**config.mk**
```make
export PLATFORM = sky130hd
export DESIGN_NAME = bht_update_queue
export DESIGN_NICKNAME = d
export VERILOG_FILES = /design/src/rtl/bht_update_queue.sv
export SDC_FILE = /design/constraint.sdc
export NUM_CORES = 1
export LEC_CHECK = 0
export BUFFER_PORTS_ARGS = -buffer_cell sky130_fd_sc_hd__buf_2
export CAP_MARGIN = 0
export CORE_ASPECT_RATIO = 1.5
export CORE_UTILIZATION = 57
export DETAILED_ROUTE_END_ITERATION = 10
export PLACE_DENSITY = 0.83
export REMOVE_ABC_BUFFERS = 1
export SLEW_MARGIN = 20
export SYNTH_ARGS = -nofsm -noshare
export SYNTH_HDL_FRONTEND = slang
export SYNTH_SLANG_ARGS = --single-unit
```
**constraint.sdc**
```tcl
create_clock -name clk_i -period 2.6 [get_ports clk_i]
set_input_delay 0.26 -clock clk_i [delete_from_list [all_inputs] [get_ports clk_i]]
set_output_delay 0.26 -clock clk_i [all_outputs]
set_load 0.03 [all_outputs]
```
**src/rtl/bht_update_queue.sv**
```systemverilog
// bht_update_queue: FIFO of resolved conditional-branch outcomes feeding BHT training.
// Optional feature macro BHT_UPDATE_COALESCE_EN merges pushes hitting the youngest pc.
package config_pkg;
  typedef struct packed {
    int unsigned VLEN;
  } cva6_cfg_t;
  localparam cva6_cfg_t cva6_cfg_empty = '{VLEN: 32'd0};
endpackage

package riscv;
  localparam int unsigned VLEN = 32;
endpackage

package ariane_pkg;
  typedef struct packed {
    logic                   valid;
    logic [riscv::VLEN-1:0] pc;
    logic                   taken;
  } bht_update_t;
endpackage

module bht_update_queue #(
  parameter config_pkg::cva6_cfg_t CVA6Cfg = config_pkg::cva6_cfg_empty,
  parameter int unsigned DEPTH = 4
) (
  input  logic                         clk_i,
  input  logic                         rst_i,
  input  logic                         flush_i,
  input  logic                         debug_mode_i,
  input  logic                         resolve_valid_i,
  input  logic                         resolve_is_branch_i,
  input  logic [riscv::VLEN-1:0]       resolve_pc_i,
  input  logic                         resolve_taken_i,
  output logic                         resolve_ready_o,
  output ariane_pkg::bht_update_t      bht_update_o,
  output logic [$clog2(DEPTH+1)-1:0]   occupancy_o,
  output logic [15:0]                  drop_count_o
);
  localparam int unsigned PtrW = $clog2(DEPTH);
  localparam int unsigned CntW = $clog2(DEPTH+1);
  localparam logic [CntW-1:0] FULL = CntW'(DEPTH);

  localparam logic [0:0] RUN  = 1'b0;
  localparam logic [0:0] HOLD = 1'b1;

  if (DEPTH < 2 || (DEPTH & (DEPTH - 1)) != 0) begin : g_bad_depth
    $error("bht_update_queue: DEPTH must be a power of two >= 2");
  end
  if (CVA6Cfg.VLEN != 0 && CVA6Cfg.VLEN != riscv::VLEN) begin : g_bad_vlen
    $error("bht_update_queue: CVA6Cfg.VLEN disagrees with riscv::VLEN");
  end

  logic [0:0]             state_q, state_d;
  logic [riscv::VLEN-1:0] pc_q [DEPTH];
  logic [DEPTH-1:0]       taken_q;
  logic [PtrW-1:0]        wptr_q, rptr_q;
  logic [CntW-1:0]        count_q;
  logic [15:0]            drops_q;
  ariane_pkg::bht_update_t upd_q;

  logic push_req, pop, merge, alloc, drop;

  assign push_req = resolve_valid_i && resolve_is_branch_i
                    && !flush_i && (state_q == RUN);
  assign pop = (state_q == RUN) && !debug_mode_i
               && (count_q != '0) && !flush_i;
  assign resolve_ready_o = (count_q < FULL) || pop;

`ifdef BHT_UPDATE_COALESCE_EN
  logic [PtrW-1:0] last_ptr;
  assign last_ptr = wptr_q - PtrW'(1);
  // A hit on the youngest entry only rewrites its outcome, unless that
  // entry is the head and is leaving this very cycle.
  assign merge = push_req && (count_q != '0)
                 && (pc_q[last_ptr] == resolve_pc_i)
                 && !(pop && count_q == CntW'(1));
`else
  assign merge = 1'b0;
`endif

  assign alloc = push_req && !merge && resolve_ready_o;
  assign drop  = push_req && !merge && !resolve_ready_o;

  // Next debug-hold state: training pauses while the core is in debug mode.
  always_comb begin
    state_d = state_q;
    unique case (state_q)
      RUN:     if (debug_mode_i) state_d = HOLD;
      HOLD:    if (!debug_mode_i) state_d = RUN;
      default: state_d = RUN;
    endcase
  end

  // State register.
  always_ff @(posedge clk_i or posedge rst_i) begin
    if (rst_i) state_q <= RUN;
    else       state_q <= state_d;
  end

  // Entry storage; contents are qualified by the pointers, so no reset.
  always_ff @(posedge clk_i) begin
    if (alloc) begin
      pc_q[wptr_q]    <= resolve_pc_i;
      taken_q[wptr_q] <= resolve_taken_i;
    end
`ifdef BHT_UPDATE_COALESCE_EN
    if (merge) taken_q[last_ptr] <= resolve_taken_i;
`endif
  end

  // Pointers and occupancy; flush empties the queue outright.
  always_ff @(posedge clk_i or posedge rst_i) begin
    if (rst_i) begin
      wptr_q  <= '0;
      rptr_q  <= '0;
      count_q <= '0;
    end else if (flush_i) begin
      wptr_q  <= '0;
      rptr_q  <= '0;
      count_q <= '0;
    end else begin
      if (alloc) wptr_q <= wptr_q + PtrW'(1);
      if (pop)   rptr_q <= rptr_q + PtrW'(1);
      if (alloc && !pop)      count_q <= count_q + CntW'(1);
      else if (!alloc && pop) count_q <= count_q - CntW'(1);
    end
  end

  // Registered update towards the BHT: one head entry per pop.
  always_ff @(posedge clk_i or posedge rst_i) begin
    if (rst_i) begin
      upd_q <= '0;
    end else if (pop) begin
      upd_q.valid <= 1'b1;
      upd_q.pc    <= pc_q[rptr_q];
      upd_q.taken <= taken_q[rptr_q];
    end else begin
      upd_q.valid <= 1'b0;
    end
  end

  // Saturating count of pushes lost to a full queue.
  always_ff @(posedge clk_i or posedge rst_i) begin
    if (rst_i)                      drops_q <= '0;
    else if (drop && drops_q != '1) drops_q <= drops_q + 16'd1;
  end

  assign bht_update_o = upd_q;
  assign occupancy_o  = count_q;
  assign drop_count_o = drops_q;

endmodule

```
==> results summary <==
The first-pass GRT wire length is 20.9 mm. The TritonCTS clock tree is done. The final count of pins violating max slew came out at 0. The final clock period utilization by the worst path is around 84%.

The count of buffers from port buffering came out at 92. The later-pin clock latency in the skew report came out at between 0.4 and 0.5 ns. After synthesis, the cell types taking the most area are sky130_fd_sc_hd__edfxtp_1, sky130_fd_sc_hd__dfrtp_1, sky130_fd_sc_hd__mux4_2. The cell taking the most area after synthesis is sky130_fd_sc_hd__edfxtp_1. The initial antenna violation count is 0. The post-synthesis sequential area ratio is about 73%.

In this run the worst path has a maximum fanout of 21. The kind of end point of the critical path is a flip-flop. Yosys mapped a number of flops with a built-in enable equal to roughly 130. The clock transition time at the flip-flop clock pins of the worst setup and hold paths is roughly 0.070 ns. The Yosys warning count came out at 0.

The via density per instance is 5.91. Among all flip-flop cells after synthesis, the most frequent one is sky130_fd_sc_hd__edfxtp_1. The design draws 7.63 mW. The post-placement cell area is 8130 um2. The total length of routed wires is approximately 14 mm. The number of different library cells used by synthesis comes to 50.

Setup violations remaining at the end of the flow were counted as 0. The total inserted antenna cells is 0. The required time at the endpoint of the critical path came out at 2.72 ns. The area of all placed cells without fillers is between 8000 and 9000 um2. The share of flip-flops with an asynchronous set or reset came out at a little under a third. The slowest stage of the critical path belongs to the cell sky130_fd_sc_hd__o31ai_1. The H-tree level count came out at 4. The number of endpoints with negative hold slack in the final report came out at 0. The worst ir drop on vdd came out at roughly 520 uV. The critical setup path kind is flip-flop to flip-flop. In the final layout, the share of cells above drive strength 1 is ~44%. The worst setup path is launched from a flip-flop. The number of flip-flops and latches in the synthesized netlist is 190. The tool flagged a number of max-cap violations equal to 0. The cell area after synthesis came out at 7410 um2. Headroom to the max-slew limit came out at 52.8%.

The number of CTS-inserted buffers came out at 17. For this design the top-level I/O count stands at 93. For this configuration, the core starts out at a cell density of between 50% and 60%. The aggregate negative setup slack is 0 ns. The post-synthesis to final-layout area growth came out at 18.2%. The total congestion overflow is 0. In this run the clock root is driven by a sky130_fd_sc_hd__clkbuf_16. Setup repair after global routing left no endpoint under its margin.

The standby leakage power is between 3 and 4 nW. Global routing used 21.8% of the available tracks. By count the netlist is led by sky130_fd_sc_hd__edfxtp_1, sky130_fd_sc_hd__dfrtp_1, sky130_fd_sc_hd__mux4_2. The clock passes through at most 2 buffers. The worst endpoint data arrival time is 2.30 ns. The wire length per cell after detailed routing came out at between 20 and 25 um. The power per standard cell area came out at ~870 nW/um2. The detailed placement HPWL is around 8.5 mm. After floorplanning, the core was sized to cover 12600 um2. The net count of the finished layout is about 530.

CTS saw 190 sinks. After floorplanning, the core was divided into 50 placement rows. At the pin with the least slew margin, the transition time is 0.702 ns. Before antenna repair, the detailed router went through 4 iterations. The number of nets with antenna violations after detailed routing came out at 0. The time the worst path needs with I/O delays and setup is about 2.2 ns.

The number of global-route vias before repair is a little under 4000. The total via count after detailed routing is around 3800. The synthesized instance count is 372. The worst hold path belongs to the class primary input to flip-flop. The critical path's largest stage delay is 0.63 ns. The final RePlAce weighted congestion came out at a little over 0.8. The share of the synthesized area in the top cell type is around 53%.

The floorplan step set the die width to 95.1 um. The run finished with clean final reports. Entering global routing, the biggest net connects 40 pins. The die is roughly 140 um tall. The maximum frequency from static timing analysis came out at about 0.46 GHz. The post-synthesis average cell area is around 20 um2. For this block, the initial DRC count from the detailed router was 206. Walking the worst path, the cells encountered are o31ai_1, and3_2, buf_12. The number of setup buffers added after CTS is 0.

Yosys instantiated no cell more often than sky130_fd_sc_hd__edfxtp_1. The worst clock skew is 0.00883 ns. The floorplan die area came out at roughly 13000 um2. The remaining design rule violation count is 0.
## final timing paths
path	startpoint	end	slack (ns)	depth (start not counted)
worst max-delay path	state_q	pc_q[2][31]	0.42	3
worst min-delay path	debug_mode_i	state_q	0.02	1
worst max register to register	state_q	pc_q[2][31]	0.42	3
worst min register to register	drop_count_o[6]	drop_count_o[6]	0.49	1
max in group asynchronous	rst_i	rptr_q[1]	1.69	4
min in group asynchronous	rst_i	bht_update_o[33]	0.42	4
## through the flow
| step | cells | util (%) | worst slack, ns | hold WS [ns] |
|---|---|---|---|---|
| 2_1_floorplan | 360 | - | 0.0942 | 0.291 |
| 3_3_place_gp | 616 | 64.6 | 0.440 | 0.332 |
| 3_5_place_dp | 616 | 64.6 | 0.356 | 0.331 |
| 4_1_cts | 649 | 69.5 | 0.335 | 0.00512 |
| 5_1_grt | 650 | 69.7 | 0.273 | 0.00680 |
| 6_report | 650 | 69.7 | 0.419 | 0.0211 |
## critical path: cells and delay by family (launching register included)
family	cells	cell delay, ns
and+or+nand+nor	1	0.56
AOI/OAI and AO/OA	1	0.63
DFF	1	0.43
buffers and inverters	1	0.24
## logic make-up (layout without fill, tap and decap cells)
kind of cell / count (synthesis) / after routing / share of synthesized area [%]
flip-flops: 190 / 190 / 73.1
multiplexers: 67 / 67 / 15.2
AND/OR/NAND/NOR: 53 / 53 / 5.37
AO/OA/AOI/OAI: 20 / 20 / 1.99
buffers and inverters: 19 / 141 / 1.25
XOR/XNOR: 17 / 17 / 2.01
adder cells (fa/ha/maj): 6 / 6 / 1.11
## layout make-up
class                   instances  area [um2]
multi-input cells             163        1900
clock buffers                  20         437
clock inverters                12         161
inverters                       7        26.3
flip-flops and latches        190        5420
fillers                       782        3810
repair buffers                102         621
well taps                     156         195
## cell usage in the layout (no fill, tap or decap), drive strengths merged, types with 8 or more instances in the layout
| master | instances |
|---|---|
| edfxtp | 132 |
| buf | 101 |
| dfrtp | 58 |
| mux2 | 34 |
| mux4 | 33 |
| clkbuf | 20 |
| inv | 10 |
| xor2 | 9 |
| nor2 | 9 |
| xnor2 | 8 |
| nand2 | 8 |
## per-layer routing
metal  track usage [%]  wire length, um  vias up
li1                  -                -     1696
met1              25.7             5150     2009
met2              38.4             7630      120
met3              5.47              604       14
met4              7.10              196        0
met5                 0                0        -
## power by group
group / total [mW] / switching, mW / internal [mW]
Sequential: 3.68 / 0.162 / 3.52
Clock: 2.60 / 1.08 / 1.53
Combinational: 1.35 / 0.865 / 0.482
## sequential cells by signal, indices dropped and copies added, names as in the netlist
| signal | count |
|---|---|
| pc_q | 128 |
| bht_update_o | 34 |
| drop_count_o | 16 |
| taken_q | 4 |
| occupancy_o | 3 |
| rptr_q | 2 |
| wptr_q | 2 |
| state_q | 1 |
## repair_timing
action                                 CTS  global route
resized for setup                        0             0
hold buffers                             1             0
setup endpoints to repair                0             0
endpoints found under the hold margin   58             0
(Power assumes the default switching activity.)
